$ cat config.mk
export PLATFORM = sky130hd
export DESIGN_NAME = lagarto_plic_target
export DESIGN_NICKNAME = d
export VERILOG_FILES = /design/src/rtl/lagarto_plic_target.sv
export SDC_FILE = /design/constraint.sdc
export NUM_CORES = 1
export LEC_CHECK = 0
export CORE_MARGIN = 4
export CORE_UTILIZATION = 43
export DETAILED_ROUTE_END_ITERATION = 8
export PLACE_DENSITY_LB_ADDON = 0.25
export SYNTH_ARGS = -nofsm -noshare
export SYNTH_HDL_FRONTEND = slang
export SYNTH_SLANG_ARGS = --single-unit
$ cat constraint.sdc
create_clock -name clk_i -period 43.3 [get_ports clk_i]
set_input_delay 4.33 -clock clk_i [delete_from_list [all_inputs] [get_ports clk_i]]
set_output_delay 4.33 -clock clk_i [all_outputs]
set_load 0.05 [all_outputs]
$ cat src/rtl/lagarto_plic_target.sv
// Target-side PLIC core: pending/in-service tracking, priority arbitration
// against a threshold, hart notification and claim/complete handshake.
module lagarto_plic_target #(
  parameter int unsigned NUMBER_OF_INTERRUPT_SOURCES = 32,
  parameter int unsigned PRIORITY_WIDTH              = 3,
  parameter int unsigned MXLEN                       = 64
) (
  input  logic                                                  clk_i,
  input  logic                                                  rstn_i,
  input  logic [NUMBER_OF_INTERRUPT_SOURCES-1:0]                interrupt_request_i,
  input  logic [NUMBER_OF_INTERRUPT_SOURCES*PRIORITY_WIDTH-1:0] interrupt_priority_i,
  input  logic [PRIORITY_WIDTH-1:0]                             interrupt_threshold_i,
  input  logic                                                  interrupt_claim_i,
  input  logic                                                  interrupt_complete_i,
  input  logic [MXLEN-1:0]                                      interrupt_complete_id_i,
  output logic                                                  interrupt_notification_o,
  output logic [MXLEN-1:0]                                      interrupt_id_o,
  output logic [NUMBER_OF_INTERRUPT_SOURCES-1:0]                interrupt_complete_o
);

  localparam int unsigned N = NUMBER_OF_INTERRUPT_SOURCES;
  localparam int unsigned P = PRIORITY_WIDTH;

  logic [N-1:0]     pending_q;
  logic [N-1:0]     in_service_q;
  logic [P-1:0]     win_prio_c;
  logic [MXLEN-1:0] win_id_c;
  logic [N-1:0]     win_onehot_c;
  logic             eligible_c;
  logic [N-1:0]     claim_mask_c;
  logic [N-1:0]     complete_mask_c;

  // Priority arbiter: strict '>' keeps the lowest ID on ties; prio 0 never wins.
  always_comb begin
    win_prio_c   = '0;
    win_id_c     = '0;
    win_onehot_c = '0;
    for (int i = 0; i < int'(N); i++) begin
      if (pending_q[i] && (interrupt_priority_i[i*P +: P] > win_prio_c)) begin
        win_prio_c   = interrupt_priority_i[i*P +: P];
        win_id_c     = MXLEN'(i + 1);
        win_onehot_c = N'(1) << i;
      end
    end
  end

  // Eligibility against the threshold; equal priority does not qualify.
  assign eligible_c   = (win_prio_c > interrupt_threshold_i);
  assign claim_mask_c = (interrupt_claim_i && eligible_c) ? win_onehot_c : '0;

  // Decode a valid completion: in range and currently in service.
  always_comb begin
    complete_mask_c = '0;
    for (int i = 0; i < int'(N); i++) begin
      if (interrupt_complete_i && (interrupt_complete_id_i == MXLEN'(i + 1))
          && in_service_q[i]) begin
        complete_mask_c[i] = 1'b1;
      end
    end
  end

  // Pending and in-service state; a new request beats a same-cycle claim.
  always_ff @(posedge clk_i or negedge rstn_i) begin
    if (!rstn_i) begin
      pending_q    <= '0;
      in_service_q <= '0;
    end else begin
      pending_q    <= (pending_q & ~claim_mask_c) | interrupt_request_i;
      in_service_q <= (in_service_q & ~complete_mask_c) | claim_mask_c;
    end
  end

  // Registered outputs to the hart and the gateways.
  always_ff @(posedge clk_i or negedge rstn_i) begin
    if (!rstn_i) begin
      interrupt_notification_o <= 1'b0;
      interrupt_id_o           <= '0;
      interrupt_complete_o     <= '0;
    end else begin
      interrupt_notification_o <= eligible_c;
      interrupt_complete_o     <= complete_mask_c;
      if (interrupt_claim_i) begin
        interrupt_id_o <= eligible_c ? win_id_c : '0;
      end
    end
  end

endmodule

# Yosys cells after proc, flatten, opt, wreduce, memory -nomap -nowiden

Cells that the tools add are included.

Register bits after elaboration: 161
Bits of input ports: 199
Output and inout bits: 97
Word-level logic and storage cells: 303

$lt $le $gt $ge: 33
Equal/unequal tests: 32
Muxes and demuxes: 130
Bitwise operators: 6
Reductions and logical operators: 97

Operators by type and width:

| operator              | count |
|---|---|
| $mux W64              | 31 |
| $eq A64 B5 Y1 const B | 16 |
| $mux W32              | 32 |
| $eq A64 B4 Y1 const B | 8 |
| $eq A64 B3 Y1 const B | 4 |
| $eq A64 B2 Y1 const B | 2 |
| $logic_and A1 B1 Y1   | 97 |
| $gt A3 B3 Y1          | 32 |
| $mux W3               | 32 |
| $and A32 B32 Y32      | 2 |
| $eq A64 B1 Y1 const B | 1 |
| $eq A64 B6 Y1 const B | 1 |
| $not A32 Y32          | 2 |
| $or A32 B32 Y32       | 2 |
| $mux W1               | 34 |
| $gt A3 B1 Y1 const B  | 1 |
| $mux W2               | 1 |

# Depth between registers and ports, before layout

Gate-level depths: netlist of run 1.

Word-level depth: 102
Depth in mapped cells: 231
Depth with buffers taken out: 228

# Worst setup path before layout of run 1

No wires, ideal clock.

Path type: input port to flip-flop
Start point: in interrupt_priority_i[2]
End point: reg pending_q[0]
Data arrival time: 46,017 ps
Path slack: -2,836 ps
Stages: 221
Buffers on the path: 3
Cells stage by stage: and2_1 > clkbuf_1 > inv_1 > ha_1 > or2_4 > o2111ai_2 > buf_6 > mux2_2 > ha_1 > nor2_1 > maj3_1 > and3_1 > nor3_1 > ha_1 > nor3b_1 > nand3_1 > a221oi_1 > a211oi_1 > [... 185 more ...] > ha_1 > nor2b_1 > o21ai_0 > a21oi_1 > or3_1 > o21a_1 > ha_1 > inv_1 > a21o_1 > a21oi_1 > a31oi_1 > nand2_1 > nor2_1 > nand2_1 > nor4_1 > nand3_1 > or3_1 > a21o_1

Word-level cells in the longest chain between the ends: 102
Elaborated cells between the ends (all ways): 134

Ends and longest elaborated chain:

| element               | line | source |
|---|---|---|
| start, declared       | 11   | `input logic [NUMBER_OF_INTERRUPT_SOURCES*PRIORITY_WIDTH-1:0] interrupt_priority_i,` |
| $gt A3 B1 Y1          | 39   | `if (pending_q[i] && (interrupt_priority_i[i*P +: P] > win_prio_c)) begin` |
| $logic_and A1 B1 Y1   | 39   |  |
| $mux W3 *             | 39   |  |
| $gt A3 B3 Y1          | 39   |  |
| $logic_and A1 B1 Y1   | 39   |  |
| $mux W3 *             | 39   |  |
| $gt A3 B3 Y1          | 39   |  |
| $logic_and A1 B1 Y1   | 39   |  |
| [... 87 more ...]     | n/a  |  |
| $mux W3 *             | 39   |  |
| $gt A3 B3 Y1 *        | 48   | `assign eligible_c = (win_prio_c > interrupt_threshold_i);` |
| named net eligible_c  | 29   | `logic eligible_c;` |
| $logic_and A1 B1 Y1 * | 49   | `assign claim_mask_c = (interrupt_claim_i && eligible_c) ? win_onehot_c : '0;` |
| $mux W32 *            | 49   |  |
| $not A32 Y32 *        | 68   | `pending_q <= (pending_q & ~claim_mask_c) \| interrupt_request_i;` |
| $and A32 B32 Y32 *    | 68   |  |
| $or A32 B32 Y32 *     | 68   |  |
| end signal, assigned  | 68   |  |
| end, declared         | 24   | `logic [N-1:0] pending_q;` |

Mark *: on every way through the listed nets, which the timed path passes. The rest lies on a longest branch.
A chain may end at the register's enable or synchronous reset.

# Worst setup path in the final report of run 1

Start point: in interrupt_priority_i[2]
End point: reg pending_q[16]

Same word-level chain as after synthesis.

==> results.toml, run 1 <==
[status]
status = "finished, violations left"
violations = "setup timing"

[route]
m1WireLength_microns = 13970
wl_per_cell_microns = 18.20
drt_iter0_drc = 761
vias_per_cell = 5.701
wl_microns = 35220
ant_nets = 0
met2_length_microns = 17390
num_vias = 11030
remaining_drc_errors = 0
route.met3.wl_microns = 2472
routed.top_layer = "met4"
firstDrtPassIters = 6

[synthesis]
syn_area_per_cell_sq_um = 7.735
synth_edf_count = 0
synth_cell_types = 89
synthArstFlopShare_pct = 100.0
synth_ff_type = "dfrtp_1"
yosys_warnings = 0
ys_seq_area_share_pct = 27.61
synth_area_sq_mm = 0.009336
syn_inst = 1207
synth_seq_cells = 103

[place]
port_buffers = 237
dp_cells = 1843
place_ws_ps = -1554
place.gp.congestion = 0.9143
hpwl_microns = 26370
placed_area_sq_mm = 0.01339

[min_path]
hold_depth = 2
hp-class = "flip-flop to flip-flop"
min_to = "in_service_q[16]"
min_from = "in_service_q[16]"

[clock_tree]
numCtsBuffers = 9
cts_tree = "yes"
clock_path_buffers = 2
clock_latency_ps = 350
h-tree-depth = 3
cts.clk_slew.worst_paths_ps = 70
cts_sinks = 103
clockRootBuffer = "clkbuf_16"

[sta]
fin_skew_ps = 6.899
hold_slack_ps = 463.7
finalWorstSetupSlack_ps = -500.7
worst_pin_slew_ps = 1021
final.min_clock_period_ps = 43800
slew-limit-headroom_pct = 31.94
fmax_mhz = 22.83
drv_slew = 0
report.final.hold_viol_count = 0
final-setup-viol-count = 54
min_period_over_period_pct = 101.2
finalSetupTns_ps = -17730
grt_setup_unrepaired = "yes"

[die]
core_area_sq_mm = 0.02122
io_pins = 296
initial_utilization_pct = 44.00
die_h_microns = 155.4
die_x_microns = 155.4
num_rows = 53
dieArea_sq_mm = 0.02413

[finish]
syn2layout_area_growth_pct = 63.86
area.sequential_sq_mm = 0.002577
layout.nets = 1894
instances_no_fill = 1935
nFillCells = 1656
drive_gt1_share_pct = 29.04
antennaDiodeCount = 0
stdcell_area_sq_mm = 0.01530
multi_input_comb_area_sq_mm = 0.007607

[global_routing]
grt-ovfl-total = 0
grt_pass1_wl_microns = 51740
grt_pass1_vias = 10460
grt_max_degree = 82
grt_util_all_layers_pct = 26.40
antenna_found_initial = 0

[setup_path]
r2r-start = "pending_q[0]"
rr_worst_depth = 225
setup.worst_path.end_class = "flip-flop"
crit_top_cell = "ha_4"
startpoint_type = "input pin"
required_ps = 43550
r2r-end = "pending_q[16]"
worst-path-max-fanout = 6
rrSetupSlack_ps = 3090
path_buf_inv = 10
cp_slowest_cell = "or4b_4"
crit_family = "compound AO/OA/AOI/OAI gates"
path_class = "input pin to flip-flop"
worstPathArrival_ps = 44050
slowest_delay_ps = 590

[power]
power_density_mw_per_mm2 = 77.27
ir_worst_vdd_mv = 0.07344
leakagePower_nw = 6.863

[run]
drv_cap = 0
==> flip-flops by register name, indices dropped and copies added, names as in the netlist <==
name                      cells
interrupt_notification_o      1
pending_q                    32
interrupt_id_o                6
interrupt_complete_o         32
in_service_q                 32
==> logic make-up (layout without fill, tap and decap cells) <==
kind of cell	Yosys count	count (layout)	synth area share (%)
flip-flops	103	103	27.61
other	1	58	0.04017
adder cells (fa/ha/maj)	47	47	6.111
AO/OA/AOI/OAI	340	340	26.90
multiplexers	14	14	1.608
buffers and inverters	145	540	8.349
AND/OR/NAND/NOR	557	558	29.39
==> placed cells by master, fill, tap and decap left out, types with 10 or more instances in the layout <==
cell | Yosys | routed
a21o_1 | 39 | 39
a21oi_1 | 48 | 34
a21oi_2 | 2 | 14
a31oi_1 | 18 | 14
and2_1 | 24 | 19
and3_1 | 54 | 51
buf_4 | 58 | 200
buf_6 | 2 | 22
clkdlybuf4s50_1 | 0 | 230
conb_1 | 1 | 58
dfrtp_1 | 103 | 103
ha_1 | 40 | 13
ha_4 | 0 | 23
inv_1 | 66 | 61
nand2_1 | 195 | 182
nand2_2 | 0 | 11
nand2b_1 | 14 | 13
nand3_1 | 35 | 27
nand4_1 | 11 | 11
nor2_1 | 107 | 79
nor2_2 | 0 | 12
nor2_4 | 0 | 16
nor2b_1 | 16 | 14
nor3_1 | 21 | 18
nor4_1 | 21 | 16
o211ai_1 | 10 | 10
o21a_1 | 22 | 22
o21ai_0 | 54 | 35
o21ai_2 | 2 | 14
or3_4 | 0 | 10
==> power breakdown <==
group          internal (mW)  leakage, nW  switching, mW
logic                  0.483         5.45          0.469
registers              0.115         1.23         0.0127
clock network         0.0655        0.182         0.0373
total                  0.663         6.86          0.519
==> cells in the mapped netlist, types with 7 or more instances <==
cell type	number	area [sq um]
nand2b_1	14	87.58
a22o_1	8	70.07
dfrtp_1	103	2577
a211o_1	8	70.07
clkbuf_1	17	63.81
a31oi_1	18	112.6
or3_1	19	118.9
nor2_1	107	401.6
a21oi_1	48	240.2
nand3_1	35	175.2
o21bai_1	7	52.55
buf_4	58	435.4
o211ai_1	10	75.07
nor2b_1	16	100.1
nand4_1	11	68.82
and3_1	54	337.8
or4_1	9	67.56
a211oi_1	13	97.59
a31o_2	7	61.31
a22oi_1	7	52.55
o21a_1	22	165.2
o21ai_0	54	270.3
nor4_1	21	131.4
and2_1	24	150.1
o31ai_1	13	97.59
inv_1	66	247.7
a21o_1	39	292.8
nand2_1	195	732.0
maj3_1	7	70.07
mux2_2	8	90.09
ha_1	40	500.5
nor3_1	21	105.1
==> worst reg2reg max path: cells and delay by family (launching register included) <==
kind            cells  cell delay (ps)
compound gates     89            15720
fa+ha+maj          39            10280
buf+inv             9              730
flops               1              410
mux                 7             2230
simple gates       81            10750
==> metal layers <==
layer  global-route usage (%)  vias to the layer above
li1                         -                     5228
met1                    32.99                     5221
met2                    45.55                      496
met3                    4.312                       87
met4                    10.34                        0
met5                        0                        -
==> how the worst max path moves through the flow <==
stage / slack [ps] / cells past startpoint / startpoint / to
after floorplan: -210 / 223 / interrupt_priority_i[2] / pending_q[5]
after global placement: -390 / 225 / interrupt_priority_i[1] / pending_q[5]
after detailed placement: -1550 / 226 / interrupt_priority_i[1] / pending_q[5]
after CTS: -550 / 227 / interrupt_priority_i[1] / pending_q[5]
after global routing: -2440 / 223 / interrupt_priority_i[2] / pending_q[0]
final: -500 / 226 / interrupt_priority_i[2] / pending_q[16]
==> layout make-up <==
class,count,area share [%]
Sequential cell,103,16.85
Timing Repair Buffer,458,27.04
Clock inverter,5,0.8342
Inverter,66,1.652
Tap cell,275,2.249
Multi-Input combinational cell,1017,49.73
Clock buffer,11,1.652
==> stage by stage <==
stage | total power [mW] | utilization, %
5_1_grt | 1.260 | 72.09
4_1_cts | 0.9966 | 67.33
6_report | 1.182 | 72.09
3_3_place_gp | 0.7908 | 63.11
2_1_floorplan | 0.5723 | -
3_5_place_dp | 0.8106 | 63.11
==> timing repair <==
item	4_1_cts	5_1_grt
endpoints found under the hold margin	0	0
endpoints found under the setup margin	70	71
hold buffers	0	0
pin swaps	65	127
buffers inserted	34	42
resized for setup	51	147
gates cloned	1	0
No activity file was read; power rests on OpenSTA's default activity.
==> inputs of run 2 (changes only) <==
Settings changed: CTS_CLUSTER_SIZE set to 25.
==> results of run 2 <==
No change in the layout: final DEF, timing and power equal those of run 1.
==> inputs of run 3 (changes only) <==
Settings changed: SKIP_LAST_GASP set to 1.
==> run 3 against run 2 <==
The flow still finishes with violations (setup timing). Cell count is essentially flat. Combinational power is essentially flat. Die area is the same. Critical path depth grew 1. Clock skew grew 1.1 ps. First-iteration DRC count grew 2.4%. Power shrank 0.27%. Sequential share of layout area is essentially flat. Core utilization grew 0.094 points. Clock-buffer cell count is the same. Worst hold slack is essentially flat.
==> results.toml, run 3 (synthesis gave the netlist of run 1 again) <==
[status]
status = "finished, violations left"
violations = "setup timing"

[global_routing]
grt_pass1_wl_microns = 51810
grt-ovfl-total = 0
grt_pass1_vias = 10460
grt_max_degree = 82
grt_util_all_layers_pct = 26.44
antenna_found_initial = 0

[sta]
finalSetupTns_ps = -40260
drv_slew = 0
final-setup-viol-count = 67
slew-limit-headroom_pct = 31.60
fin_skew_ps = 7.959
report.final.hold_viol_count = 0
worst_pin_slew_ps = 1026
hold_slack_ps = 463.8
finalWorstSetupSlack_ps = -841.6
grt_setup_unrepaired = "yes"
min_period_over_period_pct = 101.9
final.min_clock_period_ps = 44140
fmax_mhz = 22.65

[finish]
layout.nets = 1895
final_common_cell = "clkdlybuf4s50_1"
antennaDiodeCount = 0
drive_gt1_share_pct = 29.26
top_regs = "in_service_q x32, interrupt_complete_o x32, pending_q x32"
syn2layout_area_growth_pct = 64.07
final_util_pct = 72.19
nFillCells = 1649
layout_common_cells = "230 x clkdlybuf4s50_1, 200 x buf_4, 182 x nand2_1"
instances_no_fill = 1936

[min_path]
hp-class = "flip-flop to flip-flop"
hold_depth = 2
min_from = "in_service_q[16]"
min_to = "in_service_q[16]"

[clock_tree]
cts.clk_slew.worst_paths_ps = 70
cts_tree = "yes"
clock_path_buffers = 2
clock_latency_ps = 350
numCtsBuffers = 9
cts_sinks = 103
h-tree-depth = 3
clockRootBuffer = "clkbuf_16"

[power]
leakagePower_nw = 6.872
p_int_mw = 0.6619
ir_worst_vdd_mv = 0.06592
p_switching_mw = 0.5170
power_density_mw_per_mm2 = 76.96
switching_share_pct = 43.86
p_clk_share_pct = 8.7
power_frac_seq_pct = 10.9
combPwrFrac_pct = 80.4

[setup_path]
r2r-start = "pending_q[0]"
setup.worst_path.end_class = "flip-flop"
required_ps = 43550
cp_slowest_cell = "or4b_4"
startpoint_type = "input pin"
r2r-end = "pending_q[16]"
worst-path-max-fanout = 6
crit_top_cell = "ha_4"
path_class = "input pin to flip-flop"
rr_worst_depth = 226
slowest_delay_ps = 580
worstPathArrival_ps = 44390
rrSetupSlack_ps = 2760

[route]
num_vias = 11010
firstDrtPassIters = 6
drt_iter0_drc = 779
remaining_drc_errors = 0
wl_microns = 35260
ant_nets = 0
wl_per_cell_microns = 18.21
vias_per_cell = 5.688

[die]
core_area_sq_mm = 0.02122
die_h_microns = 155.4
io_pins = 296
die_x_microns = 155.4
num_rows = 53
dieArea_sq_mm = 0.02413
initial_utilization_pct = 44.00

[run]
drv_cap = 0

[place]
dp_cells = 1843
place.gp.congestion = 0.9143
place_ws_ps = -1554
hpwl_microns = 26370
port_buffers = 237
[run 3: final cells by class]
cell class	count	area [sq um]	area share, %
clock buffers	11	252.7	1.650
clock inverters	5	127.6	0.8331
inverters	66	255.2	1.666
multi-input cells	1017	7605	49.64
flip-flops and latches	103	2577	16.83
well taps	275	344.1	2.246
repair buffers	459	4156	27.13
[run 3: per-stage QoR]
stage	cell area, sq um	total power, mW
after floorplan	10130	0.5723
after global placement	13390	0.7908
after detailed placement	13390	0.8106
after CTS	14260	0.9943
after global routing	15320	1.255
final	15320	1.179
[run 3: power by group through the flow]
stage | registers (mW) | logic [mW] | clock network [mW]
6_report | 0.128 | 0.948 | 0.103
5_1_grt | 0.130 | 1.02 | 0.108
4_1_cts | 0.127 | 0.763 | 0.104
3_5_place_dp | 0.129 | 0.682 | 0
3_3_place_gp | 0.128 | 0.663 | 0
2_1_floorplan | 0.134 | 0.439 | 0
[run 3: critical path, delay by kind of cell]
kind	cells	cell delay, ps
AO/OA/AOI/OAI	90	16180
buffers and inverters	12	1080
multiplexers	7	2220
adder cells (fa/ha/maj)	39	10070
AND/OR/NAND/NOR	79	10400
[run 3: metal layers]
| metal | track usage [%] | up-vias | routed length (microns) |
|---|---|---|---|
| li1 | - | 5231 | - |
| met1 | 33.04 | 5224 | 14090 |
| met2 | 45.46 | 467 | 17420 |
| met3 | 4.339 | 90 | 2374 |
| met4 | 10.63 | 0 | 1374 |
| met5 | 0 | - | 0 |
[run 3: what timing repair did]
action                                 4_1_cts  5_1_grt
pin swaps                                   55      161
setup endpoints to repair                   70       71
buffers inserted                            34       43
hold buffers                                 0        0
resized for setup                           45      156
endpoints found under the hold margin        0        0
cloned                                       1        0
[run 3: how the worst max path moves through the flow]
stage / depth (start not counted) / slack (ps) / to / start
after detailed placement: 226 / -1550 / pending_q[5] / interrupt_priority_i[1]
after global placement: 225 / -390 / pending_q[5] / interrupt_priority_i[1]
after global routing: 227 / -2660 / pending_q[5] / interrupt_priority_i[2]
final: 227 / -840 / pending_q[16] / interrupt_priority_i[2]
after floorplan: 223 / -210 / pending_q[5] / interrupt_priority_i[2]
after CTS: 227 / -630 / pending_q[5] / interrupt_priority_i[1]
